File: config.mk
export PLATFORM = sky130hd
export DESIGN_NAME = inst_axi_rd_bridge
export DESIGN_NICKNAME = d
export VERILOG_FILES = /design/src/rtl/inst_axi_rd_bridge_pkg.sv /design/src/rtl/inst_req_slot.sv /design/src/rtl/inst_axi_rd_bridge.sv
export SDC_FILE = /design/constraint.sdc
export NUM_CORES = 1
export LEC_CHECK = 0
export BUFFER_PORTS_ARGS = -buffer_cell sky130_fd_sc_hd__buf_4
export CAP_MARGIN = 0
export CORE_UTILIZATION = 47
export CTS_CLUSTER_DIAMETER = 100
export CTS_CLUSTER_SIZE = 30
export DETAILED_ROUTE_END_ITERATION = 8
export PLACE_DENSITY = 0.82
export REMOVE_ABC_BUFFERS = 1
export SETUP_SLACK_MARGIN = 0.5
export SKIP_CTS_REPAIR_TIMING = 1
export SYNTH_ARGS = -nofsm -noshare
export SYNTH_HDL_FRONTEND = slang
export SYNTH_HIERARCHICAL = 1
export SYNTH_SLANG_ARGS = --single-unit
File: constraint.sdc
create_clock -name clk -period 2.4 [get_ports clk]
set_input_delay 0 -clock clk [delete_from_list [all_inputs] [get_ports clk]]
set_output_delay 0 -clock clk [all_outputs]
set_load 0.1 [all_outputs]
File: src/rtl/inst_axi_rd_bridge_pkg.sv
// rtl/inst_axi_rd_bridge_pkg.sv - shared state encodings and AXI constants for the instruction read bridge
package inst_axi_rd_bridge_pkg;

    typedef enum logic [1:0] {
        ST_IDLE = 2'd0,
        ST_AR   = 2'd1,
        ST_R    = 2'd2
    } state_t;

    localparam logic [3:0] AXI_ID_INST    = 4'h0;
    localparam logic [7:0] AXI_LEN_SINGLE = 8'd0;
    localparam logic [2:0] AXI_SIZE_WORD  = 3'd2;
    localparam logic [1:0] AXI_BURST_INCR = 2'b01;
    localparam logic [1:0] AXI_RESP_OKAY  = 2'b00;

endpackage

File: src/rtl/inst_req_slot.sv
// rtl/inst_req_slot.sv - one-entry valid+address holding slot with same-cycle pop and push
module inst_req_slot (
    input  logic        clk,
    input  logic        reset,
    input  logic        push,
    input  logic        pop,
    input  logic [31:0] push_addr,
    output logic        valid,
    output logic [31:0] addr
);

    // Push wins over pop so a freed entry can be refilled in the same cycle.
    always_ff @(posedge clk) begin
        if (reset) begin
            valid <= 1'b0;
            addr  <= 32'd0;
        end else if (push) begin
            valid <= 1'b1;
            addr  <= push_addr;
        end else if (pop) begin
            valid <= 1'b0;
        end
    end

endmodule

File: src/rtl/inst_axi_rd_bridge.sv
// rtl/inst_axi_rd_bridge.sv - SRAM-like fetch port to single-beat AXI read bridge; INST_BRIDGE_RERR_EN adds inst_sram_rerr
module inst_axi_rd_bridge
    import inst_axi_rd_bridge_pkg::*;
#(
    parameter logic [3:0] ARID_VAL    = AXI_ID_INST,
    parameter logic [1:0] RESET_STATE = 2'd0
) (
    input  logic        clk,
    input  logic        reset,
    input  logic        inst_sram_req,
    input  logic [31:0] inst_sram_addr,
    output logic        inst_sram_addr_ok,
    output logic        inst_sram_data_ok,
    output logic [31:0] inst_sram_rdata,
    output logic [3:0]  arid,
    output logic [31:0] araddr,
    output logic [7:0]  arlen,
    output logic [2:0]  arsize,
    output logic [1:0]  arburst,
    output logic        arvalid,
    input  logic        arready,
    input  logic [31:0] rdata,
    input  logic [1:0]  rresp,
    input  logic        rlast,
    input  logic        rvalid,
    output logic        rready
`ifdef INST_BRIDGE_RERR_EN
    ,
    output logic        inst_sram_rerr
`endif
);

    state_t      state;
    state_t      state_nxt;
    logic        beat_done;
    logic        accept;
    logic        slot_push;
    logic        slot_pop;
    logic        pend_valid;
    logic [31:0] pend_addr;

    assign arid    = ARID_VAL;
    assign arlen   = AXI_LEN_SINGLE;
    assign arsize  = AXI_SIZE_WORD;
    assign arburst = AXI_BURST_INCR;
    assign arvalid = (state == ST_AR);
    assign rready  = (state == ST_R);

    assign beat_done = rvalid && (state == ST_R);
    assign accept    = !reset && inst_sram_req &&
                       ((state == ST_IDLE) || !pend_valid || beat_done);

    // A request accepted while busy parks in the slot, except when the beat
    // completes with nothing pending: then it goes straight to araddr.
    assign slot_push = accept && (state != ST_IDLE) && !(beat_done && !pend_valid);
    assign slot_pop  = beat_done && pend_valid;

    assign inst_sram_addr_ok = accept;
    assign inst_sram_data_ok = !reset && beat_done;
    assign inst_sram_rdata   = rdata;

`ifdef INST_BRIDGE_RERR_EN
    assign inst_sram_rerr = !reset && beat_done && rresp[1];
    logic unused_ok;
    assign unused_ok = ^{rlast, rresp[0]};
`else
    logic unused_ok;
    assign unused_ok = ^{rlast, rresp};
`endif

    inst_req_slot u_slot (
        .clk       (clk),
        .reset     (reset),
        .push      (slot_push),
        .pop       (slot_pop),
        .push_addr (inst_sram_addr),
        .valid     (pend_valid),
        .addr      (pend_addr)
    );

    always_ff @(posedge clk) begin
        if (reset) begin
            state <= state_t'(RESET_STATE);
        end else begin
            state <= state_nxt;
        end
    end

    always_comb begin
        state_nxt = state;
        case (state)
            ST_IDLE: if (accept) state_nxt = ST_AR;
            ST_AR:   if (arready) state_nxt = ST_R;
            ST_R:    if (beat_done) state_nxt = (pend_valid || accept) ? ST_AR : ST_IDLE;
            default: state_nxt = ST_IDLE;
        endcase
    end

    // Pending address takes priority so requests issue in acceptance order.
    always_ff @(posedge clk) begin
        if (reset) begin
            araddr <= 32'd0;
        end else if ((state == ST_IDLE) && accept) begin
            araddr <= inst_sram_addr;
        end else if (beat_done) begin
            if (pend_valid) begin
                araddr <= pend_addr;
            end else if (accept) begin
                araddr <= inst_sram_addr;
            end
        end
    end

endmodule

# Yosys cells after proc, flatten, opt, wreduce, memory -nomap -nowiden
# Cells that the tools add are included.
classes:
  mux: 11
  n_reduce_logical: 22
  eq_ne: 5
ops:
  columns: ["op", "count"]
  rows:
  - ["$mux W32", 4]
  - ["$logic_and A1 B1 Y1", 9]
  - ["$mux W2", 3]
  - ["$pmux W2 S3", 1]
  - ["$reduce_bool A2 Y1", 3]
  - ["$ne A2 B1 Y1 const B", 2]
  - ["$logic_not A1 Y1", 3]
  - ["$logic_or A1 B1 Y1", 3]
  - ["$mux W1", 3]
  - ["$reduce_and A3 Y1", 1]
  - ["$reduce_bool A3 Y1", 1]
  - ["$eq A2 B1 Y1 const B", 1]
  - ["$eq A2 B2 Y1 const B", 1]
  - ["$logic_not A2 Y1", 1]
  - ["$ne A2 B2 Y1 const B", 1]
  - ["$reduce_and A2 Y1", 1]
word_totals:
  output_inout_bits: 85
  regBits: 67

# Depth between registers and ports, before layout
depth:
  word_depth: 8
  ltp_mapped: 8

# By module
# The synthesis kept the hierarchy.
modules_own_cells:
  columns: ["module", "cells_each", "seq_area_each_um2", "n_inst", "area_per_inst_um2"]
  rows:
  - ["inst_axi_rd_bridge", 257, 680.7, 1, 2092.0]
  - ["inst_req_slot", 108, 660.6, 1, 1204.9]

# Worst setup path before layout
# OpenSTA, ideal clock, no wires.
synth_path:
  kind: "register to output"
  from: "register state[1]"
  to: "output port inst_sram_data_ok"
  setup_slack_ns: -0.908
  arrival_time_ns: 3.308
  stages_incl_launch_ff: 5
  cell_sequence: "dfxtp_1 -> buf_6 -> nor2b_1 -> nand2_1 -> nor2_1"
synth_between:
  elab_chain_len: 3
synth_rtl:
  columns: ["item", "line_no", "text"]
  rows:
  - ["start, declared", "inst_axi_rd_bridge.sv:33", "state_t state;"]
  - ["start signal, assigned", "inst_axi_rd_bridge.sv:83", "state <= state_t'(RESET_STATE);"]
  - ["start signal, assigned", "inst_axi_rd_bridge.sv:85", "state <= state_nxt;"]
  - ["$eq A2 B2 Y1", null, null]
  - ["named net rready", "inst_axi_rd_bridge.sv:26", "output logic rready"]
  - ["$logic_and A1 B1 Y1", "inst_axi_rd_bridge.sv:49", "assign beat_done = rvalid && (state == ST_R);"]
  - ["$logic_and A1 B1 Y1", "inst_axi_rd_bridge.sv:59", "assign inst_sram_data_ok = !reset && beat_done;"]
  - ["end, declared", "inst_axi_rd_bridge.sv:13", "output logic inst_sram_data_ok,"]
# The timed path passes the listed nets, and every way through them passes these cells.

# Worst setup path in the final report
layout_path:
  from: "register state[1]"
  to: "register u_slot.addr[3]"
layout_between:
  elab_chain_len: 6
  elab_cells_between_ends: 11
  classes_between: "eq/ne (1); reduce/logical (10)"
layout_rtl:
  columns: ["item", "line_no", "text"]
  rows:
  - ["$eq A2 B2 Y1 or $logic_not A2 Y1 (tied branches)", "inst_axi_rd_bridge.sv:49, inst_axi_rd_bridge.sv:51", null]
  - ["$logic_and A1 B1 Y1 or $logic_or A1 B1 Y1 (tied branches)", "inst_axi_rd_bridge.sv:49, inst_axi_rd_bridge.sv:51", null]
  - ["$logic_or A1 B1 Y1", "inst_axi_rd_bridge.sv:51", "((state == ST_IDLE) || !pend_valid || beat_done);"]
  - ["$logic_and A1 B1 Y1", "inst_axi_rd_bridge.sv:50", "assign accept = !reset && inst_sram_req &&"]
  - ["$logic_and A1 B1 Y1", "inst_axi_rd_bridge.sv:55", "assign slot_push = accept && (state != ST_IDLE) && !(beat_done && !pend_valid);"]
  - ["$logic_and A1 B1 Y1 (*)", "inst_axi_rd_bridge.sv:55", null]
  - ["named net slot_push", "inst_axi_rd_bridge.sv:37", "logic slot_push;"]
  - ["end signal, assigned", "inst_req_slot.sv:19", "addr <= push_addr;"]
  - ["end, declared", "inst_req_slot.sv:9", "output logic [31:0] addr"]
# The timed path passes the listed nets; every way through them passes the cells marked *.
# A chain may end at the register's enable or synchronous reset.

==> out/results.txt <==
Worst VDD drop - 439 µV
Worst min path class - in -> out
Skew final - 8.42 ps
Unrepaired setup endpoints after global routing - true
Residual DRC - 0
GRT overflow - 0
CTS root buf - clkbuf_8
Slowest stage cell, crit path - dfxtp_1
Part of the cycle the worst path needs - 75.7%
Total Routed Length - 8590 µm
Cell count after synthesis - 365
Site row count - 30
Fin crit period - 1820 ps
WP buf/inv - 1
Fin Hold WS - 0.986 ps
Die height - 85.8 µm
Antenna violations before repair - 0
Yosys warnings - 6
Post-synth ARST share - 0%
Final hold vios - 0
Wire per inst - 16.3 µm
Leak Pwr - 1.65 nW
Number of flops mapped to enable cells by yosys - 0
Synthesized flop and latch total - 67
Synthesized area - 3300 µm²
Crit start category - register
CP arrival - 2000 ps
Tightest Pin Transition - 654 ps
Finished Layout Cells - 526
Max Fclk - 551 MHz
Deepest clock path buffer count - 2
Worst Path Max Fanout - 16
Vias per cell - 5.19
DP Cell Count - 478
Largest net degree at the start of global routing - 60
Clk Latency, worst-skew pair - 330 ps
CP Cell Sequence - a21o_1 > a21oi_1 > a21boi_4 > buf_4 > mux2i_1 > nor2_1
Layout cell share with drive strength beyond 1 - 27.4%
DR iter-0 viols - 133
Ant diodes - 0
CORE AREA - 6790 µm²
First-pass GRT wire length - 12300 µm
Final slew viol count - 0
Total Routing Usage GR - 22.2%
Die ar. - 7350 µm²
H-tree levels - 3
Post-DP HPWL - 5520 µm
CTS tree - done
Post-synthesis cell type count - 27
Commonest non-fill, non-tap cell in the layout - buf_4
Vias in the first global route - 2356
Die W - 85.8 µm
Placed instance area - 3490 µm²
Setup Viol. Count Final - 0
Port buffer count - 72
CP Class - reg -> reg
Normalized max-slew margin - 56.4%
Top_reg_cell synth - dfxtp_1
TritonRoute pass-1 iters - 4
Max_cap viols - 0
CP top delay family - compound AO/OA/AOI/OAI gates
WP data required - 2590 ps
Final Power - 0.00301 W
Initial Utilization - 48.5%
Most frequent cells in the layout - 75 x buf_4, 69 x nor2_1, 67 x dfxtp_1, 56 x nand2_1, 33 x dlygate4sd3_1
Post-DRT Antenna Nets - 0
Outcome - finished, final reports clean
Syn Area/Cell - 9.03 µm²
Final instance area - 4030 µm²
Delay of the slowest critical-path stage - 420 ps
Reg clk slew, reported paths - 60 ps
Clk sink count - 67
CTS buffer count - 9
IO Pins - 157
Via count - 2728
Layout area overhead - 22.2%
Register area share after synthesis - 40.7%
Power per cell area - 746 nW/µm²
Nets - 498
RePlAce Congestion - 0.707
CP endpoint kind - register
[area by class of cell]
class	count	area, µm²
Clock buffer	13	159
Clock inverter	2	35.0
Fill cell	600	2760
Inverter	3	11.3
Multi-Input combinational cell	234	1440
Sequential cell	67	1340
Tap cell	96	120
Timing Repair Buffer	111	927
[logic make-up (layout without fill, tap and decap cells)]
logic type,count (synthesis),in the layout,share of synthesized area [%]
and+or+nand+nor,143,143,18.3
buffers and inverters,79,129,18.1
DFF,67,67,40.7
AOI/OAI and AO/OA,42,42,13.1
muxes,32,32,9.72
other,2,17,0.228
[final timing paths]
kind,start,end,slack (ps),cells past startpoint
setup / recovery,state[1],u_slot/addr[3],580,6
hold reg to reg,u_slot/addr[8],araddr[8],480,2
setup reg to reg,state[1],u_slot/addr[3],580,6
hold / removal,rdata[11],inst_sram_rdata[11],1,0
[per-stage QoR]
stage	setup WS [ps]	TNS (ps)	utilization [%]
floorplan	-3750	-126540	-
global placement	628	0	51.3
detailed placement	543	0	51.3
CTS	532	0	54.2
global route	466	0	59.3
finish	584	0	59.3
[synth_stat cells (3+ instances only)]
cell type | count | share of area, %
buf_6 | 6 | 2.0
buf_2 | 8 | 1.2
inv_1 | 3 | 0.34
clkbuf_1 | 7 | 0.80
buf_4 | 52 | 12
a311oi_1 | 21 | 5.6
buf_12 | 3 | 1.8
nand2_1 | 56 | 6.4
mux2i_1 | 32 | 9.7
nor2_1 | 69 | 7.9
dfxtp_1 | 67 | 41
nand2_2 | 11 | 2.1
a21oi_1 | 4 | 0.61
a311oi_2 | 11 | 5.0
[metal layers]
metal / vias up / GRT usage (%) / wire length, µm
li1: 1279 / - / -
met1: 1294 / 27.2 / 3570
met2: 139 / 30.9 / 3880
met3: 12 / 13.5 / 965
met4: 4 / 8.03 / 82
met5: - / 9.09 / 94
[flip-flops by register name (all words and copies together) (netlist names)]
signal,count
araddr,32
state,2
u_slot/addr,32
u_slot/valid,1
[power by group]
part	internal [W]	leakage [nW]	switching [W]	total, W
logic	0.000222	1.00	0.000632	0.000853
clock network	0.000531	0.0995	0.000405	0.000935
registers	0.00118	0.547	0.0000436	0.00122
total	0.00193	1.65	0.00108	0.00301
[worst reg2reg max path: stages (launching register included)]
cell,delay (ps)
dfxtp_1,420
a21o_1,200
a21oi_1,220
a21boi_4,210
buf_4,300
mux2i_1,260
nor2_1,70
Power figures use the tool's default switching activity.
